## src/rtl/traffic_light_phase_controller.sv

```systemverilog
// ---------------------------------------------------------------------------
// traffic_light_phase_controller
//
// Two-direction (north-south / east-west) signal controller that cycles
//   AR_NS -> NS_G -> NS_Y -> AR_EW -> EW_G -> EW_Y -> AR_NS
// with a per-state down-counting timer. Each state lasts its length in
// en=1 cycles; en=0 freezes state and timer.
//
// Optional feature, enabled by defining the macro PED_REQUEST_EN:
//   pedestrian request input (ped_req) and walk lamp output (walk). A request
//   is latched and serviced by stretching the next all-red phase to
//   WALK_CYCLES with walk=1. With the macro undefined the ports, the pending
//   flag and the walk logic do not exist.
//
// Lamps and walk are registered Moore outputs. phase is the raw state code.
// ---------------------------------------------------------------------------
module traffic_light_phase_controller #(
  parameter int GREEN_CYCLES  = 8,
  parameter int YELLOW_CYCLES = 3,
  parameter int ALLRED_CYCLES = 1,
  parameter int WALK_CYCLES   = 6,
  parameter int CNT_W         = 8
) (
  input  logic       clk,
  input  logic       reset,
  input  logic       en,
  output logic       ns_red,
  output logic       ns_yellow,
  output logic       ns_green,
  output logic       ew_red,
  output logic       ew_yellow,
  output logic       ew_green,
  output logic [2:0] phase
`ifdef PED_REQUEST_EN
  ,
  input  logic       ped_req,
  output logic       walk
`endif
);

  // Codes 6 and 7 are unused and recover to AR_NS.
  typedef enum logic [2:0] {
    AR_NS = 3'd0,
    NS_G  = 3'd1,
    NS_Y  = 3'd2,
    AR_EW = 3'd3,
    EW_G  = 3'd4,
    EW_Y  = 3'd5
  } state_t;

  // Lamp vector order: {ns_red, ns_yellow, ns_green, ew_red, ew_yellow, ew_green}
  typedef logic [5:0] lamps_t;

  localparam lamps_t LAMPS_ALL_RED = 6'b100_100;

  // Timer load values are (length - 1) so that timer==0 marks the last cycle.
  localparam logic [CNT_W-1:0] GREEN_LOAD  = CNT_W'(GREEN_CYCLES - 1);
  localparam logic [CNT_W-1:0] YELLOW_LOAD = CNT_W'(YELLOW_CYCLES - 1);
  localparam logic [CNT_W-1:0] ALLRED_LOAD = CNT_W'(ALLRED_CYCLES - 1);
`ifdef PED_REQUEST_EN
  localparam logic [CNT_W-1:0] WALK_LOAD   = CNT_W'(WALK_CYCLES - 1);
`endif

  // Successor in the fixed phase ring; unused codes fall back to AR_NS.
  function automatic state_t succ_of(input state_t s);
    case (s)
      AR_NS:   succ_of = NS_G;
      NS_G:    succ_of = NS_Y;
      NS_Y:    succ_of = AR_EW;
      AR_EW:   succ_of = EW_G;
      EW_G:    succ_of = EW_Y;
      default: succ_of = AR_NS;
    endcase
  endfunction

  // Timer value loaded on entry to a state (non-walk length).
  function automatic logic [CNT_W-1:0] load_of(input state_t s);
    case (s)
      NS_G, EW_G: load_of = GREEN_LOAD;
      NS_Y, EW_Y: load_of = YELLOW_LOAD;
      default:    load_of = ALLRED_LOAD;
    endcase
  endfunction

  // Moore lamp decode; only one direction can ever be non-red.
  function automatic lamps_t lamps_of(input state_t s);
    case (s)
      NS_G:    lamps_of = 6'b001_100;
      NS_Y:    lamps_of = 6'b010_100;
      EW_G:    lamps_of = 6'b100_001;
      EW_Y:    lamps_of = 6'b100_010;
      default: lamps_of = LAMPS_ALL_RED;
    endcase
  endfunction

  function automatic logic is_all_red(input state_t s);
    is_all_red = (s == AR_NS) || (s == AR_EW);
  endfunction

  state_t           state;
  state_t           state_next;
  logic [CNT_W-1:0] timer;
  logic [CNT_W-1:0] timer_next;
  logic             enter;
  lamps_t           lamps;

`ifdef PED_REQUEST_EN
  logic pending;
  logic pending_next;
  logic walk_next;
  logic req_now;
  logic walk_entry;
`endif

  // Next-state and timer computation, including walk-phase stretching.
  always_comb begin
    // NOTE: every always_comb output gets a default first so no path leaves it unassigned (no latch).
    state_next = state;
    timer_next = timer;
    enter      = 1'b0;

    if (state > EW_Y) begin
      // Unused code: recover regardless of en.
      state_next = AR_NS;
      enter      = 1'b1;
    end else if (en) begin
      if (timer == '0) begin
        state_next = succ_of(state);
        enter      = 1'b1;
      end else begin
        timer_next = timer - CNT_W'(1);
      end
    end

    if (enter) begin
      timer_next = load_of(state_next);
    end

`ifdef PED_REQUEST_EN
    // A request arriving on the entry edge itself is serviced by this entry.
    req_now      = pending | ped_req;
    walk_entry   = enter && is_all_red(state_next) && req_now;
    pending_next = walk_entry ? 1'b0 : req_now;
    walk_next    = enter ? walk_entry : walk;
    if (walk_entry) begin
      timer_next = WALK_LOAD;
    end
`endif
  end

  // State, timer and registered outputs; reset discards any remaining time.
  always_ff @(posedge clk or posedge reset) begin
    if (reset) begin
      // NOTE: all state, including the registered outputs, is reset asynchronously so the lamps go red without a clock.
      state <= AR_NS;
      timer <= ALLRED_LOAD;
      lamps <= LAMPS_ALL_RED;
`ifdef PED_REQUEST_EN
      pending <= 1'b0;
      walk    <= 1'b0;
`endif
    end else begin
      // NOTE: non-blocking assignments keep every register sampling pre-edge values.
      state <= state_next;
      timer <= timer_next;
      lamps <= lamps_of(state_next);
`ifdef PED_REQUEST_EN
      pending <= pending_next;
      walk    <= walk_next;
`endif
    end
  end

  assign {ns_red, ns_yellow, ns_green, ew_red, ew_yellow, ew_green} = lamps;
  assign phase = state;

endmodule

```

## config.mk

```make
export PLATFORM = sky130hd
export DESIGN_NAME = traffic_light_phase_controller
export DESIGN_NICKNAME = d
export VERILOG_FILES = /design/src/rtl/traffic_light_phase_controller.sv
export SDC_FILE = /design/constraint.sdc
export NUM_CORES = 1
export LEC_CHECK = 0
export CAP_MARGIN = 0
export CORE_MARGIN = 4
export CORE_UTILIZATION = 39
export CTS_CLUSTER_DIAMETER = 150
export DETAILED_ROUTE_END_ITERATION = 10
export GPL_TIMING_DRIVEN = 0
export PLACE_DENSITY = 0.69
export SLEW_MARGIN = 20
export SYNTH_ARGS = -nofsm -noshare
export SYNTH_HDL_FRONTEND = slang
export SYNTH_SLANG_ARGS = --single-unit
```

## constraint.sdc

```tcl
create_clock -name clk -period 1.91 [get_ports clk]
set_clock_uncertainty 0.15 [all_clocks]
set_input_delay 0.2865 -clock clk [delete_from_list [all_inputs] [get_ports clk]]
set_output_delay 0.2865 -clock clk [all_outputs]
set_load 0.01 [all_outputs]
```

* Yosys cells after proc, flatten, opt, wreduce, memory -nomap -nowiden
Cells that the tools add are included.
** Word-level totals
- Register bits :: 17
- Output and inout port bits :: 9
** Cells by class
- Add/subtract/negate cells :: 1
- Magnitude comparators :: 1
- Equal/unequal tests :: 10
- Muxes and demuxes :: 13
- Reductions and logical operators :: 6
** Operator list (number)
- 8-bit 2-to-1 mux :: 4
- 6-bit one-hot mux with 4 select lines :: 1
- 3-bit one-hot mux with 5 select lines :: 1
- 3-bit by 2-bit == test with 1-bit output (second input constant) :: 3
- 3-bit == test (second input constant) :: 3
- 3-bit 2-to-1 mux :: 3
- 8-bit logical NOT :: 1
- 8-bit by 1-bit subtractor with 8-bit output (second input constant) :: 1
- 3-bit by 1-bit == test with 1-bit output (second input constant) :: 2
- 3-bit one-hot mux with 2 select lines :: 1
- 2-bit inequality test (second input constant) :: 2
- 2-bit OR reduction :: 2
- 3-bit greater-than comparator (second input constant) :: 1
- 3-bit logical NOT :: 1
- 1-bit 2-to-1 mux :: 3
- 3-bit AND reduction :: 1
- 2-bit nonzero test :: 1

* Logic depth before layout (Yosys ltp)
- Word-level depth :: 9
- Depth in mapped cells :: 6
- Gate-level depth less buffers :: 6

* Least setup slack after synthesis
OpenSTA, ideal clock, no wires.
- Kind :: register -> register
- Start point :: register timer[0]
- End point :: register timer[2]
- Library setup time :: 0.123 ns
- Arrival time :: 1.472 ns
- Data required time :: 1.637 ns
- Setup slack :: 0.165 ns
- Stages on the path, launching flop included :: 7
- Period minus slack after synthesis :: 1.745 ns
- Path through :: dfrtp_1 > inv_1 > ha_1 > nand4bb_1 > nor3_4 > a21oi_1 > o221a_2
** On the way
- Longest elaborated chain between the ends :: 8
- Elaborated cells between the ends (all ways) :: 23
- Classes of those cells :: add/sub: 1; eq/ne: 6; mux: 11; reduce/logical: 5
** Ends and longest elaborated chain
- start, declared :: line 102 : logic [CNT_W-1:0] timer;
- start signal, assigned :: line 165 : timer <= timer_next;
- 8-bit logical NOT :: line 127 : if (timer == '0) begin
- 3-bit 2-to-1 mux :: line 127
- 3-bit 2-to-1 mux :: line 126 : end else if (en) begin
- 3-bit 2-to-1 mux :: line 122 : if (state > EW_Y) begin
- 3-bit == test, or another cell as far along :: line 78 : case (s)
- 2-bit OR reduction :: line 78
- 3-bit one-hot mux with 2 select lines :: line 78
- 8-bit 2-to-1 mux :: line 135 : if (enter) begin
Parallel ways exist; a longest one is shown, timed or not. The select of a mux whose other input is x is not followed.
A chain may end at the register's enable or synchronous reset.

* Worst setup path in the final report
- Start point :: register timer[1]
- End point :: register lamps[2]
** On the way
- Longest elaborated chain between the ends :: 6
- Elaborated cells between the ends (all ways) :: 9
- Classes of those cells :: eq/ne: 4; mux: 4; reduce/logical: 1
** Ends and longest elaborated chain
- 8-bit logical NOT (*) :: line 127
- 3-bit 2-to-1 mux (*) :: line 127
- 3-bit 2-to-1 mux (*) :: line 126
- 3-bit 2-to-1 mux (*) :: line 122
- 3-bit == test, or another cell as far along :: line 87 : case (s)
- 6-bit one-hot mux with 4 select lines (*) :: line 87
- end signal, assigned :: line 166 : lamps <= lamps_of(state_next);
- end, declared :: line 105 : lamps_t lamps;
Every way passes the cells marked *; elsewhere a longest branch is shown, timed or not.

==> qor.yml <==
status:
  outcome: "finished, final reports clean"
worst_setup_path:
  critPathKind: "reg -> reg"
  arrival_ps: 1920
  r2r_slack_ps: 70
  crit_fanout: 5
  crit_path_max_incr_delay_ps: 410
  worstPathRequired_ps: 1990
  critPathSlowestCell: "dfrtp_1"
  critical_path_buf_inv_count: 2
  startpoint_type: "flop"
  cp_cell_sequence: "inv_1, ha_2, nand4bb_4, nor3_4, buf_6, nand4b_1, o21a_1"
  critical_path.endpoint_type: "flop"
  cp_top_family: "simple AND/OR/NAND/NOR gates"
global_routing:
  grt_pass1_vias: 686
  grt_max_degree: 18
  grt_first_pass_wirelength_um: 2990
  gr-usage-all-layers: 0.116
  grt_overflow: 0
  antenna_found_initial: 0
floorplanning:
  rows: 17
  dieArea_um2: 3140
  die_x_um: 56.0
  chipHeight_um: 56.0
  floorplan.initialDensity: 0.407
  coreArea_um2: 2210
  io_pins: 12
cells_and_area:
  seq_area_um2: 428
  final_area_um2: 1140
  drive_gt1_frac: 0.211
  antennaDiodeCount: 0
  layout.nets: 115
  n_fill_cell: 212
  area_delta_synth_final_pct: 27.3
  multiInputGateArea_um2: 494
  stdcell_count: 137
  final_core_util: 0.518
clock_tree:
  cts_max_path_buffers: 2
  root_buffer: "clkbuf_4"
  insertion_delay_ps: 290
  cts-htree-levels: 1
  cts_buffers: 3
  cts-hold-fix-buffers: 0
  clk_pin_slew_worst_paths_ps: 100
  cts.sinks: 17
  cts_tree: "yes"
sta:
  period_needed_ps: 1840
  setup_violations: 0
  worst_slew_pin_slew_ps: 628
  max_slew_margin: 0.581
  timing.fmax_mhz: 543
  hold_violations: 0
  finalWorstSetupSlack_ps: 68.3
  fin_crit_sh: 0.964
  whs_ps: 164
  slew_viol_final: 0
power_and_ir_drop:
  power_density_nw_per_um2: 1280
  p_leak_nw: 0.465
  ir_drop_v: 0.000615
yosys:
  avgSynthCellArea_um2: 9.78
  syn-num-nets: 97
  ys_seq_elements: 17
  yosys.cell_types.count: 32
  synthCells: 92
  syn_area_um2: 900
  ys_warn_count: 0
  synth_area_leaders: "dfrtp_1, dfstp_2, xor2_1"
  seq_area_frac_synth: 0.476
  synth_area_leader_cell: "dfrtp_1"
  yosysTopAreaCellShare: 0.417
placement:
  place_congestion: 0.816
  detailed_place_hpwl_um: 1200
  dpl-instance-area_um2: 1030
  pre_cts_ws_ps: -38.1
  io_buffers: 10
  dp_cells: 130
route:
  drt_wl_total_um: 1760
  drt-pass1-iter-count: 4
  drc: 0
  wl_per_cell_um: 12.9
  drtIter0Drc: 22
  vias_per_cell: 5.17
  vias: 708
  ant_nets: 0
hold_path:
  hold_class: "in -> reg"
run:
  maxCapViolCount: 0
-- final cells by class --
cell class                      instances  area share
Multi-Input combinational cell         67       0.432
Sequential cell                        17       0.374
Timing Repair Buffer                   13       0.114
Tap cell                               28      0.0306
Clock buffer                            4      0.0230
Buffer                                  4      0.0142
Inverter                                4      0.0131
-- repair_timing --
| action | 4_1_cts | 5_1_grt |
|---|---|---|
| gates cloned | 0 | 0 |
| pin swaps | 1 | 1 |
| buffers inserted | 0 | 3 |
| hold endpoints to repair | 0 | 0 |
| setup endpoints to repair | 8 | 16 |
| resized for setup | 1 | 10 |
-- logic make-up after synthesis --
| group | Yosys count | synth area share |
|---|---|---|
| compound gates | 15 | 0.120 |
| xor+xnor | 8 | 0.0779 |
| fa+ha+maj | 2 | 0.0278 |
| buf+inv | 8 | 0.0348 |
| flops | 17 | 0.476 |
| mux | 1 | 0.0111 |
| simple gates | 41 | 0.253 |
-- per-stage QoR --
stage / total power, W / TNS, ps
2_1_floorplan: 0.00100 / 0
3_3_place_gp: 0.00117 / -163
3_5_place_dp: 0.00119 / -198
4_1_cts: 0.00139 / 0
5_1_grt: 0.00158 / -85.2
6_report: 0.00146 / 0
-- Yosys cell counts, drive strengths merged --
cell type  instances
nor4               2
or2                1
nor4bb             1
o2111ai            1
o21bai             1
nand2              8
a21o               1
nand4bb            1
xnor2              3
or3                1
inv                4
dfstp              2
and2               1
a21oi              6
nor2              11
mux2i              1
o221a              1
nand2b             1
nand4b             2
a221oi             1
o21ai              1
buf                1
xor2               5
o31ai              1
nand3              8
nor3               3
o21a               2
clkbuf             3
ha                 2
dfrtp             15
nand3b             1
-- cell usage in the layout (no fill, tap or decap), drive strengths merged --
cell / netlist / routed
xor2: 5 / 5
o2111ai: 1 / 1
or2: 1 / 1
o221a: 1 / 1
nand2b: 1 / 1
buf: 1 / 4
o31ai: 1 / 1
nand4bb: 1 / 1
a21o: 1 / 1
nor3: 3 / 3
dfrtp: 15 / 15
and2: 1 / 1
a21oi: 6 / 6
dfstp: 2 / 2
or3: 1 / 1
o21bai: 1 / 1
ha: 2 / 2
xnor2: 3 / 3
nand2: 8 / 8
o21ai: 1 / 1
nor4: 2 / 2
inv: 4 / 4
nor2: 11 / 11
nor4bb: 1 / 1
nand3b: 1 / 1
o21a: 2 / 2
a221oi: 1 / 1
clkdlybuf4s50: 0 / 10
nand3: 8 / 8
clkbuf: 3 / 7
nand4b: 2 / 2
mux2i: 1 / 1
-- state kept, by name, indices dropped and copies added, names as in the netlist --
name / flops
timer: 8
lamps: 6
phase: 3
-- worst reg2reg max path, delay by kind of cell, from the launching register on --
kind / cells / cell delay, ps
AO/OA/AOI/OAI: 1 / 150
adder cells (fa/ha/maj): 1 / 220
buffers and inverters: 2 / 260
flip-flops: 1 / 410
AND/OR/NAND/NOR: 3 / 590
-- layer usage --
layer	vias to the layer above	share of wire	global-route usage
li1	352	-	-
met1	340	0.46	0.144
met2	12	0.50	0.194
met3	4	0.028	0.0232
met4	0	0.016	0.0508
met5	-	0	0
-- path summary, 6_finish.rpt --
| path | from | to | cells past startpoint |
|---|---|---|---|
| max | timer[1] | lamps[2] | 7 |
| min | en | timer[0] | 2 |
| max reg2reg | timer[1] | lamps[2] | 7 |
| min reg2reg | timer[1] | timer[1] | 2 |
| max in group asynchronous | reset | phase[0] | 2 |
| min in group asynchronous | reset | timer[4] | 2 |
-- power breakdown --
group	leakage (nW)	total [W]	internal, W	switching, W
clock	0.0150	0.000191	0.0000811	0.000110
sequential	0.210	0.000639	0.000491	0.000148
combinational	0.240	0.000633	0.000324	0.000309
No activity file was read; power rests on OpenSTA's default activity.
